## config.mk

```make
export PLATFORM = sky130hd
export DESIGN_NAME = stat_engine
export DESIGN_NICKNAME = d
export VERILOG_FILES = /design/src/rtl/stat_engine.sv
export SDC_FILE = /design/constraint.sdc
export NUM_CORES = 1
export LEC_CHECK = 0
export BUFFER_PORTS_ARGS = -buffer_cell sky130_fd_sc_hd__buf_2
export CORE_MARGIN = 10
export CORE_UTILIZATION = 55
export DETAILED_ROUTE_END_ITERATION = 12
export PLACE_DENSITY = 0.82
export SLEW_MARGIN = 20
export SYNTH_ARGS = -nofsm -noshare
export SYNTH_HDL_FRONTEND = slang
export SYNTH_SLANG_ARGS = --single-unit
```

## constraint.sdc

```tcl
create_clock -name clk -period 3.6 [get_ports clk]
set_clock_uncertainty 0.15 [all_clocks]
set_input_delay 0.54 -clock clk [delete_from_list [all_inputs] [get_ports clk]]
set_output_delay 0.54 -clock clk [all_outputs]
set_load 0.01 [all_outputs]
```

## src/rtl/stat_engine.sv

```systemverilog
// Pet-stat manager: NUM_STATS saturating counters that grow on prescaler ticks
// (stat picked by an LFSR) and shrink on care requests over valid/ready.
module stat_engine #(
   parameter int          NUM_STATS  = 6,
   parameter int          STAT_W     = 4,
   parameter int          TICK_DIV   = 10_000_000,
   parameter int          INIT_LEVEL = 0,
   parameter int          CRIT_LEVEL = 12,
   parameter logic [15:0] LFSR_SEED  = 16'hACE1,
   localparam int         IDX_W      = (NUM_STATS > 1) ? $clog2(NUM_STATS) : 1
) (
   input  logic                          clk,
   input  logic                          rst_n,
   input  logic                          enable,
   input  logic                          care_valid,
   output logic                          care_ready,
   input  logic [IDX_W-1:0]              care_id,
   input  logic [STAT_W-1:0]             care_amt,
   output logic [NUM_STATS*STAT_W-1:0]   stats,
   output logic                          tick,
   output logic [NUM_STATS-1:0]          critical,
   output logic                          any_critical,
   output logic                          care_err
);

   localparam int                CNT_W     = $clog2(TICK_DIV);
   localparam logic [CNT_W-1:0]  CNT_MAX   = CNT_W'(TICK_DIV - 1);
   localparam logic [STAT_W-1:0] INIT_V    = STAT_W'(INIT_LEVEL);
   localparam logic [STAT_W:0]   CRIT_V    = (STAT_W+1)'(CRIT_LEVEL);
   localparam logic [IDX_W:0]    NUM_C     = (IDX_W+1)'(NUM_STATS);
   localparam logic [15:0]       LFSR_TAPS = 16'hB400;

   typedef enum logic [1:0] {S_IDLE = 2'd0, S_DRAW = 2'd1, S_APPLY = 2'd2} state_e;

   state_e                    state_q, state_d;
   logic [2:0]                rej_q, rej_d;
   logic [IDX_W-1:0]          sel_q, sel_d;
   logic [CNT_W-1:0]          cnt_q, cnt_d;
   logic                      tick_q, tick_d;
   logic [15:0]               lfsr_q, lfsr_d;
   logic                      ready_q;
   logic                      err_q, err_d;
   logic [STAT_W-1:0]         stat_q [NUM_STATS];
   logic [STAT_W-1:0]         stat_d [NUM_STATS];
   logic signed [STAT_W+1:0]  net_s  [NUM_STATS];
   logic                      grow_s;
   logic                      care_fire_s;
   logic                      care_bad_s;
   logic [IDX_W-1:0]          cand_s;

   assign care_fire_s = care_valid && ready_q;
   assign care_bad_s  = ({1'b0, care_id} >= NUM_C);
   assign cand_s      = lfsr_q[IDX_W-1:0];

   // Prescaler: wraps at TICK_DIV-1 and flags a tick for the following cycle
   always_comb begin
      cnt_d  = cnt_q;
      tick_d = 1'b0;
      if (enable) begin
         if (cnt_q == CNT_MAX) begin
            cnt_d  = '0;
            tick_d = 1'b1;
         end else begin
            cnt_d = cnt_q + 1'b1;
         end
      end else begin
         cnt_d = cnt_q;
      end
   end

   // Galois LFSR x^16+x^14+x^13+x^11+1, free-running
   always_comb begin
      lfsr_d = {1'b0, lfsr_q[15:1]} ^ (lfsr_q[0] ? LFSR_TAPS : 16'h0000);
   end

   // Growth FSM next state: draw an in-range index, give up to stat 0 on the fifth try
   always_comb begin
      state_d = state_q;
      rej_d   = rej_q;
      sel_d   = sel_q;
      case (state_q)
         S_IDLE: begin
            if (tick_q) begin
               state_d = S_DRAW;
               rej_d   = 3'd0;
            end else begin
               state_d = S_IDLE;
            end
         end
         S_DRAW: begin
            if ({1'b0, cand_s} < NUM_C) begin
               sel_d   = cand_s;
               state_d = S_APPLY;
            end else if (rej_q == 3'd4) begin
               sel_d   = '0;
               state_d = S_APPLY;
            end else begin
               rej_d = rej_q + 3'd1;
            end
         end
         S_APPLY: state_d = S_IDLE;
         default: state_d = S_IDLE;
      endcase
   end

   // Growth FSM output
   always_comb begin
      case (state_q)
         S_APPLY: grow_s = 1'b1;
         default: grow_s = 1'b0;
      endcase
   end

   // Per-stat update; growth and care on the same stat merge before clamping
   always_comb begin
      err_d = care_fire_s && care_bad_s;
      for (int i = 0; i < NUM_STATS; i++) begin
         net_s[i] = {2'b00, stat_q[i]};
         if (grow_s && (sel_q == IDX_W'(i))) begin
            net_s[i] = net_s[i] + (STAT_W+2)'(1);
         end else begin
            net_s[i] = net_s[i];
         end
         if (care_fire_s && !care_bad_s && (care_id == IDX_W'(i))) begin
            net_s[i] = net_s[i] - {2'b00, care_amt};
         end else begin
            net_s[i] = net_s[i];
         end
         if (net_s[i][STAT_W+1]) begin
            stat_d[i] = '0;
         end else if (net_s[i][STAT_W]) begin
            stat_d[i] = '1;
         end else begin
            stat_d[i] = net_s[i][STAT_W-1:0];
         end
      end
   end

   // State registers
   always_ff @(posedge clk or negedge rst_n) begin
      if (!rst_n) begin
         state_q <= S_IDLE;
         rej_q   <= 3'd0;
         sel_q   <= '0;
         cnt_q   <= '0;
         tick_q  <= 1'b0;
         lfsr_q  <= LFSR_SEED;
         ready_q <= 1'b0;
         err_q   <= 1'b0;
         for (int i = 0; i < NUM_STATS; i++) stat_q[i] <= INIT_V;
      end else begin
         state_q <= state_d;
         rej_q   <= rej_d;
         sel_q   <= sel_d;
         cnt_q   <= cnt_d;
         tick_q  <= tick_d;
         lfsr_q  <= lfsr_d;
         ready_q <= 1'b1;
         err_q   <= err_d;
         for (int i = 0; i < NUM_STATS; i++) stat_q[i] <= stat_d[i];
      end
   end

   // Flat stat vector and critical flags straight from the stat registers
   always_comb begin
      stats    = '0;
      critical = '0;
      for (int i = 0; i < NUM_STATS; i++) begin
         stats[i*STAT_W +: STAT_W] = stat_q[i];
         critical[i]               = ({1'b0, stat_q[i]} >= CRIT_V);
      end
   end

   assign any_critical = |critical;
   assign tick         = tick_q;
   assign care_err     = err_q;
   assign care_ready   = ready_q;

endmodule
```

==> flow_summary.rst <==
.. list-table::
   :header-rows: 1

   * - Metric
     - Value
   * - Core Area
     - 8180 µm²
   * - Largest driver fanout on the critical path
     - 9
   * - Clock power frac
     - a little over a fifth
   * - Most common cell in the netlist
     - sky130_fd_sc_hd__dfrtp_1
   * - Power spent charging and discharging nets
     - roughly 1300 µW
   * - Clock H-tree levels
     - 3
   * - Overflow left after global routing
     - 0
   * - Number of antenna violations at the first check in global routing
     - 0
   * - Top cell by count, worst path
     - sky130_fd_sc_hd__xor2_1
   * - Sequential cell fraction of total power
     - a little over a third
   * - Remaining antenna violation count
     - 0
   * - Final hold violation count
     - 0
   * - Width of the chip
     - about 110 µm
   * - Remaining max-slew budget at the tightest pin
     - a little under two fifths
   * - TritonCTS sink count
     - between 70 and 80
   * - Clock input transition at the sequential cells of the worst setup and hold paths
     - 0.09 ns
   * - Synthesized netlist cell count
     - around 450
   * - Critical path's largest stage delay
     - approximately 0.51 ns
   * - Synthesis-stage register bit count
     - between 70 and 80
   * - Post-synthesis instance area
     - approximately 4600 µm²
   * - Starting utilization of the core area
     - between 50% and 60%
   * - Sequential element share of the synthesized area
     - between 40% and 50%
   * - Floorplan die height
     - 111 µm
   * - Number of synthesized flops with an enable pin
     - 0
   * - Post-synthesis average cell area
     - a little over 10 µm²
   * - Buffers plus inverters on the worst setup path
     - 1
   * - Leakage power
     - approximately 0.0024 µW
   * - Total placed instance area
     - 4900 µm²
   * - Slew @ Worst Pin
     - around 0.95 ns
   * - Total number of placement rows
     - 33
   * - Setup_tns
     - 0 ns
   * - Timing-limited maximum frequency
     - around 310 MHz
   * - Outcome
     - completed
   * - Critical-path top delay cell
     - sky130_fd_sc_hd__nor3b_2
   * - Maxcap violations
     - 0
   * - Cell types with the highest counts after synthesis
     - sky130_fd_sc_hd__dfrtp_1 (67), sky130_fd_sc_hd__xnor2_1 (35), sky130_fd_sc_hd__ha_1 (33), sky130_fd_sc_hd__nand2_1 (33)
   * - Number of nets in the synthesized netlist
     - around 500
   * - Fraction of post-synthesis cell area in the top cell type by area
     - a little over a third
   * - Type of the setup path with the least slack
     - reg -> reg
   * - Cells taking the most area after synthesis
     - sky130_fd_sc_hd__dfrtp_1 (37%), sky130_fd_sc_hd__ha_1 (9.0%), sky130_fd_sc_hd__xnor2_1 (6.7%)
   * - Comb power frac
     - a little over two fifths
   * - Arrival time worst endpoint
     - 3.32 ns
   * - Clock root buffer
     - sky130_fd_sc_hd__clkbuf_8
   * - Count of final setup violators
     - 0
   * - Post-route fraction of the period consumed by the critical path
     - 89.8%
   * - Worst-skew pair later-pin latency
     - about 0.36 ns
   * - Post-CTS sizing
     - 0
   * - Violation count after the first detailed-route iteration
     - 187
   * - Final Critical Period
     - 3.23 ns
   * - TritonCTS clock tree
     - yes
   * - Peak ir drop on the vdd network
     - about 0.30 mV
   * - Post-synthesis cell type with the largest combined area
     - sky130_fd_sc_hd__dfrtp_1
   * - Worst Setup End Kind
     - flip-flop
   * - Cell area after layout
     - around 5100 µm²
   * - Number of global-route vias before repair
     - about 3700
   * - Top-level I/O count
     - 45
   * - Pin count of the biggest net entering global routing
     - 76
   * - IO Port Bufs
     - 44
   * - Number of nets in the finished design
     - 546
   * - CP Launch Type
     - flip-flop
   * - Max-slew violation total from the final report
     - 0
   * - Final HPWL DP
     - 7.52 mm
   * - Die ar.
     - ~12000 µm²
   * - DRC violation count after routing
     - 0
   * - Synth-to-layout area growth
     - 11.6%
   * - Yosys warns
     - 0
   * - Global-route wire length before repair
     - between 15 and 20 mm
   * - Hold buffer count at CTS
     - 0
   * - RSZ-0062 raised after global routing
     - false
   * - Netlist cell types
     - 55
   * - Ordered list of cells on the worst path
     - nor3b_2, nand3_1, xor2_1, ha_1, inv_1, fa_1, a21o_1, a211oi_1, xor2_1, a31oi_1
   * - Vias per std cell
     - just under 6
   * - Clock buffer count from CTS
     - 9
   * - Worst Path Required
     - 3.69 ns
   * - Most instantiated flip-flop cell in the synthesis netlist
     - sky130_fd_sc_hd__dfrtp_1
   * - Buffer count from post-CTS setup fixing
     - 0
   * - CP delay by family, top
     - simple AND/OR/NAND/NOR gates
   * - Clock tree buffer depth
     - 2
   * - First-pass iteration count of the detailed router
     - 4
   * - Detailed-route via count
     - around 3500
   * - Total Routed Length
     - between 9 and 10 mm
   * - Share of cells above drive strength 1
     - 18.8%
   * - Ant diodes
     - 0
   * - Async set or reset register ratio after synthesis
     - 100%
   * - Fraction of power spent switching nets
     - between 30% and 40%
   * - Cell-internal power
     - 2010 µW
   * - Post-detailed-route wirelength per cell
     - 16.4 µm
   * - Power Dens Cells
     - ~650 nW/µm²
   * - Final estimated routing congestion in global placement
     - 0.862
   * - Path type of the worst min-delay path
     - in -> async
   * - Global Route Usage Sum
     - 16.3%
cells in the final DEF (no fill, tap or decap), types with 3 or more instances in the layout:
| master | instances |
|---|---|
| sky130_fd_sc_hd__xnor2_1 | 35 |
| sky130_fd_sc_hd__nand2_1 | 33 |
| sky130_fd_sc_hd__nor2b_1 | 6 |
| sky130_fd_sc_hd__nand3_1 | 18 |
| sky130_fd_sc_hd__nand2b_1 | 4 |
| sky130_fd_sc_hd__o21a_1 | 3 |
| sky130_fd_sc_hd__mux2i_1 | 14 |
| sky130_fd_sc_hd__xor2_1 | 22 |
| sky130_fd_sc_hd__nand3b_1 | 3 |
| sky130_fd_sc_hd__nor3_1 | 9 |
| sky130_fd_sc_hd__a31oi_1 | 4 |
| sky130_fd_sc_hd__fa_1 | 6 |
| sky130_fd_sc_hd__a21o_1 | 4 |
| sky130_fd_sc_hd__dfrtp_1 | 67 |
| sky130_fd_sc_hd__nor2_1 | 25 |
| sky130_fd_sc_hd__or2_2 | 4 |
| sky130_fd_sc_hd__nand4_1 | 10 |
| sky130_fd_sc_hd__o21ai_0 | 13 |
| sky130_fd_sc_hd__a21oi_1 | 25 |
| sky130_fd_sc_hd__nor3b_1 | 3 |
| sky130_fd_sc_hd__a211oi_1 | 5 |
| sky130_fd_sc_hd__and3_1 | 9 |
| sky130_fd_sc_hd__or3b_2 | 4 |
| sky130_fd_sc_hd__and2_1 | 10 |
| sky130_fd_sc_hd__buf_2 | 43 |
| sky130_fd_sc_hd__inv_1 | 21 |
| sky130_fd_sc_hd__ha_1 | 33 |
| sky130_fd_sc_hd__dfstp_2 | 8 |
| sky130_fd_sc_hd__mux2_2 | 12 |
| sky130_fd_sc_hd__nor4_1 | 5 |
| sky130_fd_sc_hd__clkbuf_8 | 9 |
| sky130_fd_sc_hd__inv_6 | 3 |
layer usage:
metal	share of wire (%)	vias up	track usage (%)	wire length, µm
met5	0	-	0	0
met4	1.6	0	6.34	162
li1	-	1681	-	-
met3	5.6	16	3.84	556
met2	50	85	27.9	4920
met1	43	1725	19.3	4270
power by group through the flow:
stage               Combinational, µW  Clock, µW  Sequential [µW]
floorplan                         909          0             1240
global placement                 1330          0             1210
detailed placement               1390          0             1220
CTS                              1410        727             1210
global route                     1600        770             1230
finish                           1400        718             1210
layout make-up:
class	count	area, µm²
clock buffer	9	124
clock inverter	7	87.6
fill	693	3070
inverter	21	78.8
multi-input combinational	344	2570
sequential	75	1890
tap	105	131
timing repair buffer	45	230
through the flow:
stage	power [µW]	hold WS (ns)	utilization (%)	setup slack [ns]	cells
after CTS	3340	0.198	62.5	0.363	606
after floorplan	2150	0.0944	-	0.706	449
final	3330	0.143	62.5	0.367	606
after global routing	3600	0.215	62.5	0.0714	606
after detailed placement	2620	0.192	59.9	0.384	590
after global placement	2540	0.187	59.9	0.523	590
cell families after synthesis:
kind of cell | Yosys count | share of synthesized area (%)
AOI/OAI and AO/OA | 60 | 7.81
adders and majority gates | 39 | 11.6
and+or+nand+nor | 161 | 19.7
buffers and inverters | 30 | 2.68
DFF | 75 | 41.2
xor gates and xnor gates | 57 | 10.9
muxes | 26 | 6.01
other | 1 | 0.0819
flip-flops by register name, indices dropped and copies added (netlist names):
| name | count |
|---|---|
| care_ready | 1 |
| rej_q | 3 |
| stats | 24 |
| lfsr_q | 16 |
| tick | 1 |
| cnt_q | 24 |
| sel_q | 3 |
| state_q | 2 |
| care_err | 1 |
worst paths after layout:
check,startpoint,to,slack (ns),depth (start not counted)
min in group clk,lfsr_q[9],lfsr_q[8],0.21,0
max reg2reg,state_q[1],stats[23],0.37,10
min,rst_n,lfsr_q[9],0.14,1
max in group asynchronous,rst_n,stats[4],2.51,1
max,state_q[1],stats[23],0.37,10
min reg2reg,lfsr_q[9],lfsr_q[8],0.21,0
No activity file was read; power rests on OpenSTA's default activity.
